**config.mk**
```make
export PLATFORM = sky130hd
export DESIGN_NAME = car_motion_flat
export DESIGN_NICKNAME = d
export VERILOG_FILES = /design/src/rtl/car_motion_if.sv /design/src/rtl/car_motion.sv /design/src/flat_wrapper.sv
export SDC_FILE = /design/constraint.sdc
export NUM_CORES = 1
export LEC_CHECK = 0
export CAP_MARGIN = 40
export CORE_UTILIZATION = 30
export CTS_CLUSTER_SIZE = 28
export DETAILED_ROUTE_END_ITERATION = 7
export PLACE_DENSITY = 0.53
export SYNTH_ARGS = -nofsm -noshare
export SYNTH_HDL_FRONTEND = slang
export SYNTH_SLANG_ARGS = --single-unit
export TNS_END_PERCENT = 20
```
**constraint.sdc**
```tcl
create_clock -name clk -period 7.2 [get_ports clk]
set_input_delay 0.72 -clock clk [delete_from_list [all_inputs] [get_ports clk]]
set_output_delay 0.72 -clock clk [all_outputs]
set_load 0.03 [all_outputs]
```
**src/rtl/car_motion_if.sv**
```systemverilog
// Signal bundle between the direction/door controller and the car motion model.
// The controller side drives calls, direction and door; the car side returns its position.
interface car_motion_if;
  logic [7:0] sw;
  logic       dir;
  logic       door;
  logic [2:0] floor;
  logic       moving;
  logic       travel_dir;
  logic       arrived;

  modport master (
    output sw, dir, door,
    input  floor, moving, travel_dir, arrived
  );

  modport slave (
    input  sw, dir, door,
    output floor, moving, travel_dir, arrived
  );
endinterface

```
**src/rtl/car_motion.sv**
```systemverilog
// Elevator car motion model: departs from IDLE toward pending calls, advances one floor
// every TRAVEL_CYCLES clocks, and stops at a called floor or when nothing lies further on.
module car_motion #(
  parameter int TRAVEL_CYCLES = 100_000_000,
  parameter int CNT_W         = 27
) (
  input  logic         clk,
  input  logic         rst,
  car_motion_if.slave  bus
);

  typedef enum logic [1:0] {
    IDLE   = 2'd0,
    TRAVEL = 2'd1,
    ARRIVE = 2'd2
  } state_t;

  localparam logic [CNT_W-1:0] CNT_LAST = CNT_W'(TRAVEL_CYCLES - 1);

  state_t           state_q, state_d;
  logic [CNT_W-1:0] cnt_q, cnt_d;
  logic [2:0]       floor_q, floor_d;
  logic             moving_q, moving_d;
  logic             tdir_q, tdir_d;
  logic             arrived_q, arrived_d;

  logic [2:0]       nf;
  logic             req_up, req_down, req_beyond;

  // nf is the floor reached at the end of the current leg; only meaningful in TRAVEL.
  always_comb begin
    req_up     = 1'b0;
    req_down   = 1'b0;
    req_beyond = 1'b0;
    nf         = tdir_q ? (floor_q + 3'd1) : (floor_q - 3'd1);
    for (int i = 0; i < 8; i++) begin
      if (bus.sw[i] && (3'(i) > floor_q)) req_up = 1'b1;
      if (bus.sw[i] && (3'(i) < floor_q)) req_down = 1'b1;
      if (bus.sw[i] && (tdir_q ? (3'(i) > nf) : (3'(i) < nf))) req_beyond = 1'b1;
    end
  end

  always_comb begin
    state_d   = state_q;
    cnt_d     = cnt_q;
    floor_d   = floor_q;
    moving_d  = moving_q;
    tdir_d    = tdir_q;
    arrived_d = 1'b0;
    case (state_q)
      IDLE: begin
        if (!bus.door && (bus.dir ? req_up : req_down)) begin
          tdir_d   = bus.dir;
          cnt_d    = '0;
          moving_d = 1'b1;
          state_d  = TRAVEL;
        end
      end
      TRAVEL: begin
        if (cnt_q == CNT_LAST) begin
          cnt_d   = '0;
          floor_d = nf;
          if (bus.sw[nf] || !req_beyond) begin
            moving_d  = 1'b0;
            arrived_d = 1'b1;
            state_d   = ARRIVE;
          end
        end else begin
          cnt_d = cnt_q + CNT_W'(1);
        end
      end
      ARRIVE: begin
        moving_d = 1'b0;
        state_d  = IDLE;
      end
      default: begin
        moving_d = 1'b0;
        state_d  = IDLE;
      end
    endcase
  end

  always_ff @(posedge clk) begin
    if (rst) begin
      state_q   <= IDLE;
      cnt_q     <= '0;
      floor_q   <= 3'd0;
      moving_q  <= 1'b0;
      tdir_q    <= 1'b1;
      arrived_q <= 1'b0;
    end else begin
      state_q   <= state_d;
      cnt_q     <= cnt_d;
      floor_q   <= floor_d;
      moving_q  <= moving_d;
      tdir_q    <= tdir_d;
      arrived_q <= arrived_d;
    end
  end

  assign bus.floor      = floor_q;
  assign bus.moving     = moving_q;
  assign bus.travel_dir = tdir_q;
  assign bus.arrived    = arrived_q;

endmodule

```
**src/flat_wrapper.sv**
```systemverilog
// flat-port wrapper written by rule: the top's interface ports become plain ports
module car_motion_flat 
#(
  parameter int TRAVEL_CYCLES = 100_000_000,
  parameter int CNT_W         = 27
)
  (clk, rst, bus_sw, bus_dir, bus_door, bus_floor, bus_moving, bus_travel_dir, bus_arrived);
  car_motion_if bus_i ();
  input  logic clk;
  input  logic rst;
  input wire logic [$bits(bus_i.sw)-1:0] bus_sw;
  input wire logic [$bits(bus_i.dir)-1:0] bus_dir;
  input wire logic [$bits(bus_i.door)-1:0] bus_door;
  output wire logic [$bits(bus_i.floor)-1:0] bus_floor;
  output wire logic [$bits(bus_i.moving)-1:0] bus_moving;
  output wire logic [$bits(bus_i.travel_dir)-1:0] bus_travel_dir;
  output wire logic [$bits(bus_i.arrived)-1:0] bus_arrived;
  assign bus_i.sw = bus_sw;
  assign bus_i.dir = bus_dir;
  assign bus_i.door = bus_door;
  assign bus_floor = bus_i.floor;
  assign bus_moving = bus_i.moving;
  assign bus_travel_dir = bus_i.travel_dir;
  assign bus_arrived = bus_i.arrived;
  car_motion #(.TRAVEL_CYCLES(TRAVEL_CYCLES), .CNT_W(CNT_W)) u_core (.clk(clk), .rst(rst), .bus(bus_i));
endmodule
```
==> results.json <==
{
  "status": "finished clean",
  "r2r_end": "u_core.bus.arrived$_SDFF_PP0_",
  "swShare_pct": 28.3,
  "clk_path_buf_depth": 2,
  "fmax_mhz": 326,
  "worstSkewPairLatency_ns": 0.28,
  "clock_skew_ns": 0.00742,
  "die_area_mm2": 0.00857,
  "synth_ff_type": "dfxtp_1",
  "slew_headroom_pct": 47.0,
  "htree_levels": 2,
  "start_util_pct": 31.3,
  "synth_top_area_share_pct": 27.7,
  "drtIter0Drc": 119,
  "ys_seq_area_share_pct": 27.7,
  "cp-start-kind": "flop",
  "slew_viol_final": 0,
  "ctsHoldBuffers": 0,
  "worstPathArrival_ns": 3.20,
  "cap_violations": 0,
  "pwr-share-clk_pct": 34.8,
  "drc_errors": 0,
  "synth_edf_count": 0,
  "final_hold_viol_count": 0,
  "ys_top_cells_by_count": "42 x nand3_1, 34 x dfxtp_1, 28 x a21oi_1, 28 x mux2i_1, 23 x nand3b_1",
  "std_cell_rows": 32,
  "power_density_mw_per_mm2": 141,
  "antenna_left": 0,
  "worstRegToRegCells": 7,
  "syn2layout_area_growth_pct": 12.6,
  "synth_area_leaders": "dfxtp_1 28%, mux2i_1 11%, nand3_1 8.5%, nand3b_1 7.0%, a21oi_1 5.7%",
  "place.gp.congestion": 0.813,
  "num_io_pins": 18,
  "drive_gt1_share_pct": 7.24,
  "antenna_found_initial": 0,
  "core_area_mm2": 0.00785,
  "async_flop_share_pct": 0,
  "timing.rr.start": "u_core.bus.floor[0]$_SDFFE_PP0P_",
  "critPathKind": "reg -> reg",
  "cp-end-kind": "flop",
  "dieHeight_um": 92.6,
  "yosysUniqueCellTypes": 48,
  "intPower_uw": 281,
  "synthesis.area_mm2": 0.00246,
  "setup_viol": 0,
  "cts_buffers": 5,
  "grt_pass1_vias": 2069,
  "dp.cells": 399,
  "finalCriticalPeriod_ns": 3.06,
  "critPathMaxFanout": 11,
  "syn-num-nets": 318,
  "yosysMostFrequentCell": "nand3_1",
  "grt_pass1_wl_mm": 10.1,
  "rsz0062_at_grt": "no",
  "clk_pin_slew_ns": 0.07,
  "synth_area_per_cell_um2": 8.17,
  "r2r_slack_ns": 4.14,
  "routedWlPerCell_um": 14.7,
  "cts_tree": "done",
  "cts_resized": 0,
  "ys_warn_count": 0,
  "diodes": 0,
  "first_pass_iters": 4,
  "tightest_slew_ns": 0.788,
  "worst_hold_path_type": "reg -> reg",
  "via_count": 2236,
  "p_leak_nw": 0.884,
  "synth.largest_area_cell": "dfxtp_1",
  "required_ns": 7.34,
  "vdd_drop_max_v": 0.0000469,
  "dp_hpwl_mm": 3.96,
  "nNetsFinal": 321,
  "tns_ns": 0,
  "grt_max_degree": 55,
  "grt_usage_pct": 14.4,
  "gr-total-overflow": 0,
  "ys_ff_latch": 34,
  "instances_no_fill": 406,
  "postCtsSetupRepairBufs": 0,
  "cts_sinks": 34,
  "min_period_over_period_pct": 42.6,
  "p_comb_share_pct": 15.9,
  "die_width_um": 92.6,
  "n_fill_cell": 846,
  "crit_start": "u_core.bus.floor[0]$_SDFFE_PP0P_",
  "crit_path_end": "u_core.bus.arrived$_SDFF_PP0_",
  "pwr-share-seq_pct": 49.3,
  "holdWs_ns": 0.483,
  "port_buffers": 17,
  "syn_inst": 301,
  "routed_wl_mm": 5.96,
  "p_sw_uw": 111,
  "vias_per_cell": 5.51,
  "root_buffer": "clkbuf_8"
}
[worst min-delay path by stage]
stage	from	end	slack, ns	depth (start not counted)
3_5_place_dp	u_core.cnt_q[26]$_SDFFE_PP0P_	u_core.cnt_q[26]$_SDFFE_PP0P_	0.48	2
4_1_cts	u_core.cnt_q[26]$_SDFFE_PP0P_	u_core.cnt_q[26]$_SDFFE_PP0P_	0.49	2
6_report	u_core.cnt_q[26]$_SDFFE_PP0P_	u_core.cnt_q[26]$_SDFFE_PP0P_	0.48	2
2_1_floorplan	u_core.cnt_q[26]$_SDFFE_PP0P_	u_core.cnt_q[26]$_SDFFE_PP0P_	0.45	2
3_3_place_gp	u_core.cnt_q[16]$_SDFFE_PP0P_	u_core.cnt_q[16]$_SDFFE_PP0P_	0.46	2
5_1_grt	u_core.cnt_q[16]$_SDFFE_PP0P_	u_core.cnt_q[16]$_SDFFE_PP0P_	0.50	2
[kinds of logic after synthesis]
group | after synthesis | share of synthesized area [%]
AND/OR/NAND/NOR | 132 | 31.1
AO/OA/AOI/OAI | 60 | 16.3
buffers and inverters | 34 | 6.05
flip-flops | 34 | 27.7
multiplexers | 32 | 14.6
adder cells (fa/ha/maj) | 5 | 2.54
XOR/XNOR | 4 | 1.73
[per-layer routing]
metal  part of all wire, %  wire, µm  global-route usage, %  vias to the layer above
li1                      -         -                      -                     1131
met4                  0.89        53                   4.30                        0
met3                   2.5       150                   2.38                        4
met5                     0         0                      0                        -
met2                    44      2640                   22.0                       33
met1                    52      3120                   20.7                     1068
[flip-flops by register name, summed over array words and instances (netlist names)]
register	count
u_core.cnt_q	27
u_core.bus.floor	3
u_core.bus.arrived	1
u_core.bus.moving	1
u_core.bus.travel_dir	1
u_core.state_q	1
[per-stage QoR]
stage	cell area (µm²)	worst slack, ns	power, mW	utilization (%)
CTS	2770	4.06	0.397	35.3
global route	2770	3.77	0.409	35.3
global placement	2670	3.72	0.258	34.1
detailed placement	2690	3.83	0.260	34.3
finish	2770	4.14	0.392	35.3
floorplan	2460	4.52	0.239	-
[final cells by class]
class / count / area [µm²] / area share, %
clock buffer: 6 / 72.6 / 2.62
multi-input combinational: 233 / 1640 / 59.2
clock inverter: 1 / 7.51 / 0.271
inverter: 9 / 33.8 / 1.22
tap: 102 / 128 / 4.61
sequential: 34 / 681 / 24.6
timing repair buffer: 21 / 208 / 7.50
[power by group through the flow]
stage               clock [mW]  combinational [mW]  sequential (mW)
floorplan                    0              0.0409            0.198
global placement             0              0.0607            0.197
detailed placement           0              0.0625            0.197
CTS                      0.141              0.0627            0.193
global route             0.148              0.0680            0.193
finish                   0.136              0.0624            0.193
[cell usage in the layout (no fill, tap or decap), types with 3 or more instances in the layout]
| cell type | n |
|---|---|
| nor4_1 | 3 |
| and2_1 | 3 |
| clkdlybuf4s50_1 | 17 |
| nand3b_1 | 23 |
| a21oi_1 | 28 |
| and3_1 | 5 |
| buf_4 | 3 |
| mux2i_1 | 28 |
| inv_1 | 9 |
| nand2_1 | 14 |
| a21boi_0 | 3 |
| o21ai_0 | 5 |
| nand3_1 | 42 |
| nor2b_1 | 3 |
| mux4_2 | 3 |
| and4_1 | 3 |
| nor2_1 | 14 |
| a2111oi_0 | 6 |
| dfxtp_1 | 34 |
| ha_1 | 5 |
| nand4_1 | 12 |
| clkbuf_8 | 5 |
[critical path, cell delays in order (launching register included)]
cell	delay (ns)
dfxtp_1	0.60
inv_1	0.22
ha_1	0.58
o21bai_1	0.19
nand4b_1	0.13
a2111oi_0	0.51
o32ai_2	0.18
a2111oi_0	0.51
No activity file was read; power rests on OpenSTA's default activity.
